==> config.mk <==
export PLATFORM = sky130hd
export DESIGN_NAME = flit_sink
export DESIGN_NICKNAME = d
export VERILOG_FILES = /design/src/rtl/flit_sink_pkg.sv /design/src/rtl/popcount.sv /design/src/rtl/flit_sink.sv
export SDC_FILE = /design/constraint.sdc
export NUM_CORES = 1
export LEC_CHECK = 0
export CORE_ASPECT_RATIO = 0.9
export CORE_MARGIN = 2
export CORE_UTILIZATION = 49
export DETAILED_ROUTE_END_ITERATION = 7
export GPL_ROUTABILITY_DRIVEN = 0
export PLACE_DENSITY_LB_ADDON = 0.1
export SETUP_SLACK_MARGIN = 0.15
export SYNTH_ARGS = -nofsm -noshare
export SYNTH_HDL_FRONTEND = slang
export SYNTH_SLANG_ARGS = --single-unit
==> constraint.sdc <==
create_clock -name clk -period 7.6 [get_ports clk]
set_input_delay 2.28 -clock clk [delete_from_list [all_inputs] [get_ports clk]]
set_output_delay 2.28 -clock clk [all_outputs]
set_load 0.02 [all_outputs]
==> src/rtl/flit_sink_pkg.sv <==
// Shared flit-type encodings, FSM states and flit width derivation for the
// flit sink and the mux benches.
package flit_sink_pkg;

    function automatic int unsigned flit_width(input int unsigned type_w,
                                               input int unsigned payload_w);
        return type_w + payload_w;
    endfunction

    localparam int unsigned TYPE_W    = 2;
    localparam int unsigned PAYLOAD_W = 64;
    localparam int unsigned FLIT_W    = flit_width(TYPE_W, PAYLOAD_W);

    typedef enum logic [1:0] {
        TypeNone = 2'b00,
        TypeHead = 2'b01,
        TypeTail = 2'b10,
        TypeData = 2'b11
    } flit_type_e;

    typedef enum logic {
        StIdle = 1'b0,
        StBody = 1'b1
    } state_e;

endpackage

==> src/rtl/popcount.sv <==
// Combinational population count of a Width-bit vector.
module popcount #(
    parameter int unsigned  Width = 66,
    localparam int unsigned CntW  = $clog2(Width + 1)
) (
    input  logic [Width-1:0] data_i,
    output logic [CntW-1:0]  count_o
);

    always_comb begin
        count_o = '0;
        for (int i = 0; i < Width; i++) begin
            count_o = count_o + CntW'(data_i[i]);
        end
    end

endmodule

==> src/rtl/flit_sink.sv <==
// Always-ready flit receiver: checks HEAD/DATA/TAIL framing, reports packet
// length and sticky protocol errors, and accumulates bus toggle activity.
module flit_sink #(
    parameter int unsigned  TYPE_W    = 2,
    parameter int unsigned  PAYLOAD_W = 64,
    parameter int unsigned  VCH_W     = 1,
    parameter int unsigned  LEN_W     = 8,
    parameter int unsigned  CNT_W     = 32,
    localparam int unsigned FLIT_W    = flit_sink_pkg::flit_width(TYPE_W, PAYLOAD_W)
) (
    input  logic              clk,
    input  logic              rst_,
    input  logic [FLIT_W-1:0] idata,
    input  logic              ivalid,
    input  logic [VCH_W-1:0]  ivch,
    input  logic              en,
    input  logic              clear,
    output logic              pkt_done,
    output logic [LEN_W-1:0]  pkt_len,
    output logic [VCH_W-1:0]  pkt_vch,
    output logic [CNT_W-1:0]  flit_cnt,
    output logic [CNT_W-1:0]  toggle_cnt,
    output logic              err_orphan,
    output logic              err_trunc,
    output logic              err_vch,
    output logic              err_type
);
    import flit_sink_pkg::*;

    localparam int unsigned PC_W = $clog2(FLIT_W + 1);

    logic [TYPE_W-1:0] ftype;
    state_e            state_q, state_d;
    logic [LEN_W-1:0]  len_q, len_d, len_inc;
    logic [VCH_W-1:0]  vch_q, vch_d;
    logic              done_q, done_d;
    logic [LEN_W-1:0]  pkt_len_q, pkt_len_d;
    logic [VCH_W-1:0]  pkt_vch_q, pkt_vch_d;
    logic [FLIT_W-1:0] prev_q;
    logic [PC_W-1:0]   toggles;
    logic [CNT_W-1:0]  flit_q, flit_d, tog_q, tog_d;
    logic [CNT_W:0]    tog_sum;
    logic              orphan_ev, trunc_ev, vch_ev, type_ev;
    // {orphan, trunc, vch, type}
    logic [3:0]        err_q, err_d;

    assign ftype   = idata[FLIT_W-1 -: TYPE_W];
    assign len_inc = (len_q == {LEN_W{1'b1}}) ? len_q : len_q + LEN_W'(1);

    popcount #(
        .Width(FLIT_W)
    ) u_popcount (
        .data_i (idata ^ prev_q),
        .count_o(toggles)
    );

    always_comb begin
        state_d   = state_q;
        len_d     = len_q;
        vch_d     = vch_q;
        done_d    = 1'b0;
        pkt_len_d = pkt_len_q;
        pkt_vch_d = pkt_vch_q;
        orphan_ev = 1'b0;
        trunc_ev  = 1'b0;
        type_ev   = 1'b0;
        vch_ev    = ivalid && (state_q == StBody) && (ivch != vch_q);
        if (ivalid) begin
            case (ftype)
                TYPE_W'(TypeHead): begin
                    trunc_ev = (state_q == StBody);
                    state_d  = StBody;
                    len_d    = LEN_W'(1);
                    vch_d    = ivch;
                end
                TYPE_W'(TypeData): begin
                    if (state_q == StBody) len_d = len_inc;
                    else                   orphan_ev = 1'b1;
                end
                TYPE_W'(TypeTail): begin
                    if (state_q == StBody) begin
                        state_d   = StIdle;
                        done_d    = 1'b1;
                        pkt_len_d = len_inc;
                        pkt_vch_d = vch_q;
                    end else begin
                        orphan_ev = 1'b1;
                    end
                end
                default: type_ev = 1'b1;
            endcase
        end
    end

    // One extra carry bit detects overflow of the toggle accumulator.
    assign tog_sum = {1'b0, tog_q} + (CNT_W + 1)'(toggles);

    always_comb begin
        flit_d = flit_q;
        tog_d  = tog_q;
        err_d  = err_q | {orphan_ev, trunc_ev, vch_ev, type_ev};
        if (clear) begin
            flit_d = '0;
            tog_d  = '0;
            err_d  = '0;
        end else if (en) begin
            if (ivalid && (flit_q != {CNT_W{1'b1}})) flit_d = flit_q + CNT_W'(1);
            tog_d = tog_sum[CNT_W] ? {CNT_W{1'b1}} : tog_sum[CNT_W-1:0];
        end
    end

    always_ff @(posedge clk or negedge rst_) begin
        if (!rst_) begin
            state_q   <= StIdle;
            len_q     <= '0;
            vch_q     <= '0;
            done_q    <= 1'b0;
            pkt_len_q <= '0;
            pkt_vch_q <= '0;
            prev_q    <= '0;
            flit_q    <= '0;
            tog_q     <= '0;
            err_q     <= '0;
        end else begin
            state_q   <= state_d;
            len_q     <= len_d;
            vch_q     <= vch_d;
            done_q    <= done_d;
            pkt_len_q <= pkt_len_d;
            pkt_vch_q <= pkt_vch_d;
            prev_q    <= idata;
            flit_q    <= flit_d;
            tog_q     <= tog_d;
            err_q     <= err_d;
        end
    end

    assign pkt_done   = done_q;
    assign pkt_len    = pkt_len_q;
    assign pkt_vch    = pkt_vch_q;
    assign flit_cnt   = flit_q;
    assign toggle_cnt = tog_q;
    assign err_orphan = err_q[3];
    assign err_trunc  = err_q[2];
    assign err_vch    = err_q[1];
    assign err_type   = err_q[0];

endmodule

* Yosys cells after proc, flatten, opt, wreduce, memory -nomap -nowiden
Index checks and enable logic that the tools add are counted.
** Word-level totals
- Bits of input ports :: 72
- Flip-flop bits (word level) :: 154
- Word-level logic and storage cells :: 122
- Output and inout port bits :: 78
** Cells by class
- Equal/unequal tests :: 7
- $add $sub $neg :: 68
- Bitwise logic cells :: 2
- Multiplexer cells :: 21
- Reductions and logical operators :: 14
** Operator list (count)
- $add 7x1->7 :: 64
- $mux 32 :: 6
- $xor 66x66->66 :: 1
- $add 32x7->33 :: 1
- $add 32x1->32 const B :: 1
- $ne 32x32->1 const B :: 1
- $mux 8 :: 2
- $pmux 8 s2 :: 1
- $mux 1 :: 10
- $add 8x1->8 const B :: 1
- $eq 8x8->1 const B :: 1
- $reduce_bool 2->1 :: 4
- $reduce_and 2->1 :: 3
- $reduce_and 3->1 :: 2
- $eq 2x2->1 const B :: 2
- $mux 4 :: 1
- $or 4x4->4 :: 1
- $logic_and 1x1->1 :: 3
- $reduce_or 3->1 :: 1
- $add 1x1->2 :: 1
- $eq 2x1->1 const B :: 1
- $ne 2x2->1 const B :: 1
- $pmux 1 s2 :: 1
- $reduce_or 2->1 :: 1
- $ne 1x1->1 :: 1

* Depth between registers and ports, before layout
- Depth after elaboration :: 70
- Mapped depth :: 27
- Gate-level depth less buffers :: 26

* Cells and area by module
A second synthesis with hierarchy kept.
** Second synthesis, totals
- Cells, all modules :: 885
- Area total of the unflattened synthesis :: 9307.7 µm²
** Modules (own cells, without submodules)
- flit_sink :: sequential area each 3853.7 µm², area an instance 7464.7 µm², cells an instance 696, times used 1
- popcount :: sequential area each 0.0 µm², area an instance 1843.0 µm², cells an instance 189, times used 1

* Least setup slack after synthesis
No wires, ideal clock.
- Path type :: input-to-reg
- From :: input idata[0]
- To :: register tog_q[23], in the netlist toggle_cnt[23]
- Setup slack :: -2231 ps
- Setup time :: 94 ps
- Data required time :: 7506 ps
- Stages :: 25
- Path buffers :: 1
- Arrival time :: 9737 ps
- Path through :: xor2_1 > ha_1 > fa_1 > fa_1 > fa_1 > fa_1 > fa_1 > fa_1 > fa_1 > inv_1 > fa_1 > inv_1 > ha_1 > nor2b_1 > o21ai_0 > a21boi_0 > or4b_2 > nand3_1 > ha_1 > o21ai_0 > a21boi_0 > and2_1 > clkbuf_1 > a41oi_1 > a211oi_1
** On the way
- Cells in the longest elaborated chain, start to end :: 70
** RTL lines
- start, declared :: line flit_sink.sv:13 : input logic [FLIT_W-1:0] idata,
- $xor 66x66->66 :: line flit_sink.sv:53 : .data_i (idata ^ prev_q),
- $add 1x1->2 :: line popcount.sv:13 : count_o = count_o + CntW'(data_i[i]);
- $add 7x1->7 (64 in series) :: line popcount.sv:13
- $add 32x7->33 :: line flit_sink.sv:96 : assign tog_sum = {1'b0, tog_q} + (CNT_W + 1)'(toggles);
- $mux 32 :: line flit_sink.sv:108 : tog_d = tog_sum[CNT_W] ? {CNT_W{1'b1}} : tog_sum[CNT_W-1:0];
- $mux 32 :: line flit_sink.sv:106 : end else if (en) begin
- $mux 32 :: line flit_sink.sv:102 : if (clear) begin
- end signal, assigned :: line flit_sink.sv:133 : tog_q <= tog_d;
- end, declared :: line flit_sink.sv:41 : logic [CNT_W-1:0] flit_q, flit_d, tog_q, tog_d;
Every way passes these cells. The select of a mux whose other input is x is not followed.
A chain may end at the register's enable or synchronous reset.

* Worst setup path after layout
- From :: input idata[0]
- To :: register tog_q[30], in the netlist toggle_cnt[30]
Same word-level chain as after synthesis.

==> results.cfg <==
[sta]
finalWorstPathRequiredPeriod_ns = 9.25
fin_setup_tns_ns = -49.21
unrepaired_setup_endpoints_after_global_routing = yes
timing.final.hold_violations = 0
worst-slew-pin-transition_ns = 0.954
final.setup_skew_ns = 0.00780
fin_ws_ns = -1.65
post-route-period-util = 1.22
report.final.slew_viol_count = 0
report.final.setup_viol = 32
achievable-frequency_mhz = 108
worst_slew_margin_rel = 0.364

[placement]
place.detailed.instances = 1218
port_buffers = 149
detailedPlacementHpwl_mm = 15.5

[cells_and_area]
final_layout_size_suffix_gt1_frac = 0.189
multi_input_comb_area_sq_um = 5240
final-seq-area_sq_um = 3850
post_layout_nonfiller_instances = 1261
num-fill-cells = 1388
layout.cells.most_common_list = 154 x sky130_fd_sc_hd__dfrtp_1, 113 x sky130_fd_sc_hd__clkdlybuf4s50_1, 49 x sky130_fd_sc_hd__inv_1, 49 x sky130_fd_sc_hd__fa_1, 40 x sky130_fd_sc_hd__nor2_1
final_core_utilization = 0.679
most_common_cell_after_layout_fill_and_taps_aside = sky130_fd_sc_hd__dfrtp_1
num-nets-final = 1165
antenna-diode-count = 0
layout-area-overhead-vs-synth_pct = 34.8

[synthesis]
ys.warnings.count = 0
netlist-cell-type-count = 66
synth_area_sq_um = 8920
synth_compound_gate_area_share = 0.119
ys_seq_area_frac = 0.432
asyncSetResetFlopFracSynth = 1.00
combinational_family_with_the_most_area_after_synthesis = adder cells
synth-seq-cells = 154
dominantRegCellSynth = sky130_fd_sc_hd__dfrtp_1
synth.avg_cell_area_sq_um = 10.8
post_synth_and_or_nand_nor_area_fraction = 0.156
edff_count_synth = 0
post_synth_xor_area_fraction = 0.0795
yosys.area_share.adder = 0.167
multiplexer_area_fraction_after_synthesis = 0.00953
postSynthCellCount = 823
synth_fp_nets = 980

[critical_path]
critical_path.startpoint_type = input port
cp_data_required_time_ns = 7.93
cp-end-kind = flop
rrSetupSlack_ns = -0.14
crit-reg2reg-launch = prev_q[1]$_DFF_PN0_
worst_ep_arrival_time_ns = 9.58
worst-r2r-cell-count = 25
path_max_fanout = 6
path_class = input port to flop
r2r_end = toggle_cnt[30]$_DFFE_PN0P_

[run_status]
violations = setup timing
run_status = complete, but fails checks

[clocking]
max-clock-path-buffers = 2
cts_made_buffers = 17
tritoncts_clock_tree = yes
root_buffer_master = sky130_fd_sc_hd__clkbuf_16
cts.clk_slew.worst_paths_ns = 0.07
cts.hold.buffers_added = 0
clock-sinks = 154
h_tree_depth = 4
clk_latency_ns = 0.43

[global_route]
grt_first_pass_wirelength_mm = 36.5
initial_antenna_violation_count = 1
grt_start_max_net_pins = 80
grt_overflow_total = 0
grtUsageTotal = 0.234
first_global_vias = 7217

[routing]
vias_per_cell = 5.56
detail_route.drc_violations = 0
drt-initial-drc-count = 493
drt_wl_total_mm = 21.6
routed_wire_length_per_instance_um = 17.2
via_count = 7012
drtAntennaViolNets = 0
detailedRoute.firstPassIterationCount = 7

[hold_path]
class_of_the_most_critical_hold_timing_path = flop to flop
hold_path_cells = 2
worst_hold_startpoint = pkt_len[2]$_DFFE_PN0P_
endpoint_worst_hold = pkt_len[2]$_DFFE_PN0P_

[flow_run]
max_cap_check_violation_count = 0

[floorplan]
die_w_um = 146
rows = 46
ioPinCount = 150
floorplan.initialDensity = 0.503
dieHeight_um = 132
fp.dieArea_sq_um = 19300
core_sq_um = 17700
## flip-flops by register name (all words and copies together), names as in the netlist
register    count
pkt_done        1
state_q         1
pkt_vch         1
pkt_len         8
err_q           4
flit_cnt       32
len_q           8
toggle_cnt     32
vch_q           1
prev_q         66
## layer usage
layer	vias up	GRT usage	part of all wire
li1	3304	-	-
met4	2	0.0712	0.0098
met1	3465	0.325	0.46
met5	-	0	0.00051
met3	26	0.0578	0.054
met2	215	0.366	0.47
## final cells by class
cell class,instances,share of cell area
multi-input cells,587,0.435
clock buffers,19,0.0368
clock inverters,13,0.00905
well taps,240,0.0250
inverters,55,0.0172
repair buffers,193,0.157
flip-flops and latches,154,0.320
## cells by family (layout without fill, tap and decap cells)
kind of cell               Yosys count  after routing
and+or+nand+nor                    250            250
muxes                                8              8
AOI/OAI and AO/OA                  163            163
DFF                                154            154
xor gates and xnor gates            81             81
adders and majority gates           85             85
buffers and inverters               82            280
## synthesized netlist by cell type, types with 15 or more instances
cell,n,area share
sky130_fd_sc_hd__nand3_1,31,0.017
sky130_fd_sc_hd__fa_1,57,0.13
sky130_fd_sc_hd__xnor2_1,40,0.039
sky130_fd_sc_hd__inv_1,55,0.023
sky130_fd_sc_hd__nand4_1,23,0.016
sky130_fd_sc_hd__nand2_1,39,0.016
sky130_fd_sc_hd__xor2_1,41,0.040
sky130_fd_sc_hd__nor2_1,42,0.018
sky130_fd_sc_hd__clkbuf_1,20,0.0084
sky130_fd_sc_hd__nor3_1,22,0.012
sky130_fd_sc_hd__a21oi_1,40,0.022
sky130_fd_sc_hd__ha_1,28,0.039
sky130_fd_sc_hd__or3_1,15,0.011
sky130_fd_sc_hd__o21ai_0,37,0.021
sky130_fd_sc_hd__dfrtp_1,154,0.43
## per-stage QoR
step	setup slack, ns	instance area [sq um]	hold slack (ns)
after floorplan	-1.52	9080	0.499
after global placement	-2.31	11000	0.455
after detailed placement	-2.54	11000	0.464
after CTS	-1.79	11800	0.480
after global routing	-1.86	12000	0.518
final	-1.65	12000	0.478
## timing repair
action	in CTS	in global routing
setup buffers	8	1
gates cloned	1	0
endpoints found under the setup margin	32	32
resized for setup	60	80
pin swaps	61	60
## worst max-delay path by stage
stage | from | to | cells past startpoint
after CTS | idata[0] | toggle_cnt[18]$_DFFE_PN0P_ | 26
after detailed placement | idata[0] | toggle_cnt[6]$_DFFE_PN0P_ | 24
after global routing | idata[0] | toggle_cnt[30]$_DFFE_PN0P_ | 26
after global placement | idata[0] | toggle_cnt[10]$_DFFE_PN0P_ | 25
final | idata[0] | toggle_cnt[30]$_DFFE_PN0P_ | 26
after floorplan | idata[1] | toggle_cnt[20]$_DFFE_PN0P_ | 25
## critical path: stages
cell                       delay, ns
sky130_fd_sc_hd__buf_6          0.09
sky130_fd_sc_hd__xor2_1         0.15
sky130_fd_sc_hd__ha_1           0.32
sky130_fd_sc_hd__fa_1           0.53
sky130_fd_sc_hd__fa_2           0.45
sky130_fd_sc_hd__fa_2           0.54
sky130_fd_sc_hd__fa_1           0.43
sky130_fd_sc_hd__fa_1           0.49
sky130_fd_sc_hd__fa_2           0.55
sky130_fd_sc_hd__inv_2          0.04
sky130_fd_sc_hd__fa_2           0.52
sky130_fd_sc_hd__fa_1           0.44
sky130_fd_sc_hd__fa_2           0.39
sky130_fd_sc_hd__fa_2           0.37
sky130_fd_sc_hd__nor2b_1        0.13
sky130_fd_sc_hd__o21ai_1        0.07
sky130_fd_sc_hd__nand2b_1       0.11
sky130_fd_sc_hd__xor2_1         0.08
sky130_fd_sc_hd__ha_1           0.33
sky130_fd_sc_hd__o211ai_1       0.11
sky130_fd_sc_hd__o211ai_1       0.29
sky130_fd_sc_hd__buf_4          0.19
sky130_fd_sc_hd__and2_4         0.20
sky130_fd_sc_hd__buf_6          0.11
sky130_fd_sc_hd__a41oi_2        0.08
sky130_fd_sc_hd__a311oi_1       0.27
Power is not shown: default switching activity piles up to over one toggle a cycle in this logic, so the estimate is an artifact.
